`src/rtl/mindfocus_pkg.sv`:
```
// Shared definitions for the MindFocus button front-end and game FSM.
// Holds the conditioning FSM state codes, the default button count and
// the one-hot check used both here and by jogo_mindfocus.
package mindfocus_pkg;

  // Default number of physical button lines on the board.
  localparam int N_BOTOES_DEF = 4;

  // Conditioning FSM states; the codes are exported on db_estado for debug.
  typedef enum logic [2:0] {
    OCIOSO        = 3'd0,
    FILTRANDO     = 3'd1,
    REGISTRA      = 3'd2,
    ESPERA_SOLTAR = 3'd3
  } estado_t;

  // True when exactly one bit is set. Callers zero-extend narrower vectors
  // to 32 bits, so one function serves every button count up to 32.
  function automatic logic eh_one_hot(input logic [31:0] v);
    return (v != 32'd0) && ((v & (v - 32'd1)) == 32'd0);
  endfunction

endpackage

```
`src/rtl/sincronizador.sv`:
```
// Purpose: multi-flop synchroniser that brings asynchronous lines into the clock domain.
// Latency: STAGES clock edges from an input change to the output.
// Backpressure: none; it samples every cycle and never stalls.
module sincronizador #(
  parameter int WIDTH  = 4,
  parameter int STAGES = 2
) (
  input  logic             clock,
  input  logic             reset,
  input  logic [WIDTH-1:0] d,
  output logic [WIDTH-1:0] q
);

  // cadeia[0] takes the raw input; cadeia[STAGES-1] is the synchronised output.
  logic [WIDTH-1:0] cadeia [STAGES];

  // Shift the input down the flop chain; reset clears every stage.
  always_ff @(posedge clock or posedge reset) begin
    if (reset) begin
      for (int i = 0; i < STAGES; i++) begin
        cadeia[i] <= '0;
      end
    end else begin
      cadeia[0] <= d;
      for (int i = 1; i < STAGES; i++) begin
        cadeia[i] <= cadeia[i-1];
      end
    end
  end

  assign q = cadeia[STAGES-1];

endmodule

```
`src/rtl/condiciona_botoes.sv`:
```
// Purpose: synchronise and debounce the buttons, validate one-hot plays, run the inactivity timeout.
// Latency: tem_jogada rises SYNC_STAGES+DEBOUNCE_CYCLES edges after the press reaches the first flop.
// Backpressure: none; a press is consumed once and a held button never repeats until released.
module condiciona_botoes
  import mindfocus_pkg::*;
#(
  parameter int N_BOTOES        = N_BOTOES_DEF,
  parameter int SYNC_STAGES     = 2,
  parameter int DEBOUNCE_CYCLES = 3,
  parameter int TIMEOUT_CYCLES  = 5000
) (
  input  logic                clock,
  input  logic                reset,
  input  logic                habilita,
  input  logic                zera_timeout,
  input  logic [N_BOTOES-1:0] botoes,
  output logic [N_BOTOES-1:0] jogada,
  output logic                tem_jogada,
  output logic                multipla,
  output logic                timeout,
  output logic [2:0]          db_estado
);

  // The debounce counter only ever reaches DEBOUNCE_CYCLES-1 before it is
  // cleared, so this width can never wrap.
  localparam int CNT_W = $clog2(DEBOUNCE_CYCLES + 1);
  localparam int TO_W  = $clog2(TIMEOUT_CYCLES);

  localparam logic [CNT_W-1:0] CNT_FIM = CNT_W'(DEBOUNCE_CYCLES - 1);
  localparam logic [TO_W-1:0]  TO_FIM  = TO_W'(TIMEOUT_CYCLES - 1);

  logic [N_BOTOES-1:0] s;
  logic [N_BOTOES-1:0] amostra;
  logic [N_BOTOES-1:0] amostra_prox;
  logic [CNT_W-1:0]    cnt;
  logic [CNT_W-1:0]    cnt_prox;
  estado_t             estado;
  estado_t             estado_prox;

  logic                amostra_one_hot;
  logic [N_BOTOES-1:0] jogada_prox;
  logic                tem_prox;
  logic                mult_prox;

  logic [TO_W-1:0]     to_cnt;

  // Raw lines are asynchronous to clock; nothing downstream sees them unsynchronised.
  sincronizador #(
    .WIDTH  (N_BOTOES),
    .STAGES (SYNC_STAGES)
  ) u_sinc (
    .clock (clock),
    .reset (reset),
    .d     (botoes),
    .q     (s)
  );

  // State register.
  always_ff @(posedge clock or posedge reset) begin
    if (reset) begin
      estado <= OCIOSO;
    end else begin
      estado <= estado_prox;
    end
  end

  // Captured pattern and debounce counter that travel with the FSM.
  always_ff @(posedge clock or posedge reset) begin
    if (reset) begin
      amostra <= '0;
      cnt     <= '0;
    end else begin
      amostra <= amostra_prox;
      cnt     <= cnt_prox;
    end
  end

  // Next-state logic: filter the press, emit once, then wait for a clean release.
  always_comb begin
    estado_prox  = estado;
    amostra_prox = amostra;
    cnt_prox     = cnt;
    unique case (estado)
      OCIOSO: begin
        if (s != '0) begin
          estado_prox  = FILTRANDO;
          amostra_prox = s;
          cnt_prox     = '0;
        end
      end
      FILTRANDO: begin
        if (s != amostra) begin
          // Pattern moved before it settled: treat it as a glitch.
          estado_prox = OCIOSO;
          cnt_prox    = '0;
        end else if (cnt == CNT_FIM) begin
          estado_prox = REGISTRA;
          cnt_prox    = '0;
        end else begin
          cnt_prox = cnt + 1'b1;
        end
      end
      REGISTRA: begin
        estado_prox = ESPERA_SOLTAR;
        cnt_prox    = '0;
      end
      ESPERA_SOLTAR: begin
        // Any bounce back to pressed restarts the release window.
        if (s != '0) begin
          cnt_prox = '0;
        end else if (cnt == CNT_FIM) begin
          estado_prox = OCIOSO;
          cnt_prox    = '0;
        end else begin
          cnt_prox = cnt + 1'b1;
        end
      end
      default: begin
        estado_prox = OCIOSO;
        cnt_prox    = '0;
      end
    endcase
  end

  assign amostra_one_hot = eh_one_hot(32'(amostra));

  // Output decode: the pulses are set on the edge that enters REGISTRA, so
  // they are high exactly for the REGISTRA cycle and never both at once.
  always_comb begin
    tem_prox    = 1'b0;
    mult_prox   = 1'b0;
    jogada_prox = jogada;
    if ((estado_prox == REGISTRA) && habilita) begin
      if (amostra_one_hot) begin
        tem_prox    = 1'b1;
        jogada_prox = amostra;
      end else begin
        mult_prox = 1'b1;
      end
    end
  end

  // Registered outputs; jogada keeps the last accepted play until replaced.
  always_ff @(posedge clock or posedge reset) begin
    if (reset) begin
      jogada     <= '0;
      tem_jogada <= 1'b0;
      multipla   <= 1'b0;
    end else begin
      jogada     <= jogada_prox;
      tem_jogada <= tem_prox;
      multipla   <= mult_prox;
    end
  end

  // Inactivity timer: explicit clear beats an accepted play, which beats the
  // terminal count, so a play landing on the last cycle still avoids timeout.
  always_ff @(posedge clock or posedge reset) begin
    if (reset) begin
      to_cnt  <= '0;
      timeout <= 1'b0;
    end else if (zera_timeout) begin
      to_cnt  <= '0;
      timeout <= 1'b0;
    end else if (tem_jogada) begin
      to_cnt <= '0;
    end else if (habilita && !timeout) begin
      if (to_cnt == TO_FIM) begin
        timeout <= 1'b1;
      end else begin
        to_cnt <= to_cnt + 1'b1;
      end
    end
  end

  assign db_estado = estado;

endmodule

```
`config.mk`:
```
export PLATFORM = sky130hd
export DESIGN_NAME = condiciona_botoes
export DESIGN_NICKNAME = d
export VERILOG_FILES = /design/src/rtl/mindfocus_pkg.sv /design/src/rtl/sincronizador.sv /design/src/rtl/condiciona_botoes.sv
export SDC_FILE = /design/constraint.sdc
export NUM_CORES = 1
export LEC_CHECK = 0
export CORE_MARGIN = 2
export CORE_UTILIZATION = 40
export DETAILED_ROUTE_END_ITERATION = 7
export DONT_BUFFER_PORTS = 1
export GPL_ROUTABILITY_DRIVEN = 0
export GPL_TIMING_DRIVEN = 0
export REMOVE_ABC_BUFFERS = 1
export SKIP_CTS_REPAIR_TIMING = 1
export SYNTH_ARGS = -nofsm -noshare
export SYNTH_HDL_FRONTEND = slang
export SYNTH_SLANG_ARGS = --single-unit
```
`constraint.sdc`:
```
create_clock -name clock -period 1.7 [get_ports clock]
set_input_delay 0.17 -clock clock [delete_from_list [all_inputs] [get_ports clock]]
set_output_delay 0.17 -clock clock [all_outputs]
set_load 0.01 [all_outputs]
```
==> impl_results.md <==
* Post-Syn Area at 1660 sq um
* Final Instance Area at 1980 sq um
* Critical path data arrival time at 2.14 ns
* Cts bufs inserted at 5
* Fin worst setup slack at -0.271 ns
* Core area at 4000 sq um
* RSZ-0062 raised after global routing: true
* Crit path cell chain: xor2_2 -> nor4_4 -> a32o_2 -> and4b_2 -> mux2_4
* Synthesized area per cell at 11.5 sq um
* Crit path max-delay cell type: dfrtp_2
* Vias in the first global route at 1097
* Rows at 23
* Worst setup EP type: register
* H-Tree Depth at 2
* CTS sink count at 37
* Area grow syn2layout at 19.1%
* Port Buffers at 0
* Syn Inst Count at 144
* Post-DP Area at 1710 sq um
* Max cap viols at 0
* Die Y-Extent at 68.4 microns
* Root buffer cell: clkbuf_8
* Setup Skew at 0.00422 ns
* Antenna-violating nets left at 0
* Area leader, netlist: dfrtp_1
* Sequential area share after synthesis at 55.8%
* Largest net degree at the start of global routing at 38
* Fmax at 0.507 GHz
* DRT Wirelength at 3.00 mm
* # setup viols final at 5
* Utilization after layout at 49.5%
* Fraction of layout cells with a size suffix above 1 at 24.0%
* Initial antenna violation count at 0
* WHS at 0.0721 ns
* Largest stage delay, worst path at 0.44 ns
* Worst Path Buf+Inv at 0
* Setup TNS at -1.08 ns
* Die area at 4680 sq um
* Failing checks: setup timing
* Worst Hold Launch: habilita
* Die width at 68.4 microns
* Crit-path max FO at 5
* Vias per cell at 5.23
* Outcome: finished, violations left
* P per Cell Area at 869 nW/um^2
* Critical Path Source Type: register
* Routed len/inst at 13.8 microns
* Clk_lat worst skew at 0.29 ns
* Slew Viols, Final at 0
* First-pass DRT Iterations at 4
* LEAKAGE at 0.000874 uW
* Required time of the critical path at 1.87 ns
* Top-Level Pins at 18
* Nets@finish at 175
* TritonCTS clock tree: yes
* Clock buffer depth at 2
* Gr usage total at 14.5%
* Antenna diode count at 0
* Final min period at 1.97 ns
* Peak supply drop at 0.581 mV
* Reg-to-reg startpoint: amostra[0]
* HPWL Detailed at 2.00 mm
* Final Cycle Share at 116%
* Residual DRC at 0
* Grt total ovfl at 0
* Via count at 1135
* Worst-Margin Slew at 0.740 ns
* Yosys top cell area share at 55.8%
* Hold Path Class: primary input to register
* Hold Vio Cnt, Final at 0
* CP top delay family: simple AND/OR/NAND/NOR gates
* Starting Density at 41.5%
* Post-synth cell types at 36
* Power Total at 1720 uW
* Yosys reg bits at 37
* Yosys warnings at 0
* Max-slew headroom at 50.6%
* Iter 0 DRT Violations at 37
* Synth area leaders: dfrtp_1 (56%), xor2_1 (4.7%), nor2_1 (4.3%)
* Reg-to-reg slack, setup at -0.27 ns
* Worst setup path category: register to register
* First-pass GRT wire length at 4.87 mm
* Reg clk slew, reported paths at 0.07 ns
* Worst setup path start: amostra[0]
## through the flow
stage	instances	worst slack, ns
CTS	200	-0.406
finish	217	-0.271
global route	217	-0.374
floorplan	142	-0.185
global placement	192	-0.360
detailed placement	192	-0.398
## Yosys cell counts
| library cell | count |
|---|---|
| a21o_1 | 1 |
| a21oi_1 | 1 |
| a22o_1 | 4 |
| a31oi_1 | 2 |
| a32o_1 | 1 |
| and2_1 | 1 |
| and3_1 | 1 |
| and3b_1 | 1 |
| and4b_1 | 1 |
| buf_6 | 1 |
| clkbuf_1 | 1 |
| conb_1 | 1 |
| dfrtp_1 | 37 |
| ha_1 | 1 |
| inv_1 | 7 |
| mux2_2 | 1 |
| mux2_4 | 4 |
| mux2i_1 | 1 |
| nand2_1 | 9 |
| nand2b_1 | 2 |
| nand3_1 | 2 |
| nand4_1 | 5 |
| nand4b_1 | 1 |
| nor2_1 | 19 |
| nor3_1 | 6 |
| nor3_2 | 1 |
| nor3b_1 | 1 |
| nor4_1 | 1 |
| nor4_4 | 2 |
| nor4b_1 | 3 |
| o21ai_0 | 3 |
| o21bai_1 | 1 |
| or2_2 | 2 |
| or4b_2 | 2 |
| xnor2_1 | 8 |
| xor2_1 | 9 |
## where the power goes
| group | total (uW) | switching (uW) | internal, uW |
|---|---|---|---|
| combinational | 166 | 82.3 | 84.1 |
| sequential | 970 | 53.9 | 916 |
| clock | 584 | 300 | 284 |
| total | 1720 | 436 | 1280 |
## flip-flops by register name, summed over array words and instances, names as in the netlist
| name | count |
|---|---|
| amostra | 4 |
| u_sinc.cadeia | 4 |
| u_sinc.q | 4 |
| db_estado | 3 |
| to_cnt | 13 |
| jogada | 4 |
| timeout | 1 |
| multipla | 1 |
| cnt | 2 |
| tem_jogada | 1 |
## kinds of logic after synthesis
kind of cell             synth area share, %
AO/OA/AOI/OAI                           5.58
XOR/XNOR                                8.97
adder cells (fa/ha/maj)                0.753
buffers and inverters                   2.49
flip-flops                              55.8
multiplexers                            4.90
other                                  0.226
AND/OR/NAND/NOR                         21.3
## worst paths after layout
check / depth (start not counted) / end
worst max register to register: 5 / jogada[3]
min in group asynchronous: 2 / jogada[2]
worst max-delay path: 5 / jogada[3]
worst min-delay path: 2 / timeout
max in group asynchronous: 2 / u_sinc.q[0]
worst min register to register: 0 / u_sinc.q[0]
## final cells by class
type                            instances  area (sq um)
Fill cell                             353          2020
Clock buffer                            6          72.6
Clock inverter                          2          10.0
Inverter                                7          26.3
Timing Repair Buffer                   17           145
Sequential cell                        37           931
Tap cell                               50          62.6
Multi-Input combinational cell         98           731
## routing by layer
layer  global-route usage, %  vias up  wire, microns
li1                        -      539              -
met3                    4.44        7             90
met5                       0        -              0
met1                    15.9      576           1250
met4                    7.00        0             57
met2                    25.1       13           1600
## cells in the final DEF (no fill, tap or decap), types with 4 or more instances in the layout
master         netlist  layout
inv_1                7       6
a22o_1               4       4
buf_4                0      10
dlygate4sd3_1        0       7
clkbuf_8             0       5
mux2_4               4       4
dfrtp_2              0       4
nand4_1              5       5
nor3_1               6       5
xor2_1               9       8
nand2_1              9       9
nor2_1              19      18
xnor2_1              8       8
dfrtp_1             37      33
## worst register-to-register path, delay by kind of cell, from the launching register on
| kind | cells | cell delay [ns] |
|---|---|---|
| AO/OA/AOI/OAI | 1 | 0.23 |
| XOR/XNOR | 1 | 0.20 |
| flip-flops | 1 | 0.44 |
| multiplexers | 1 | 0.32 |
| AND/OR/NAND/NOR | 2 | 0.67 |
(Power assumes the default switching activity.)
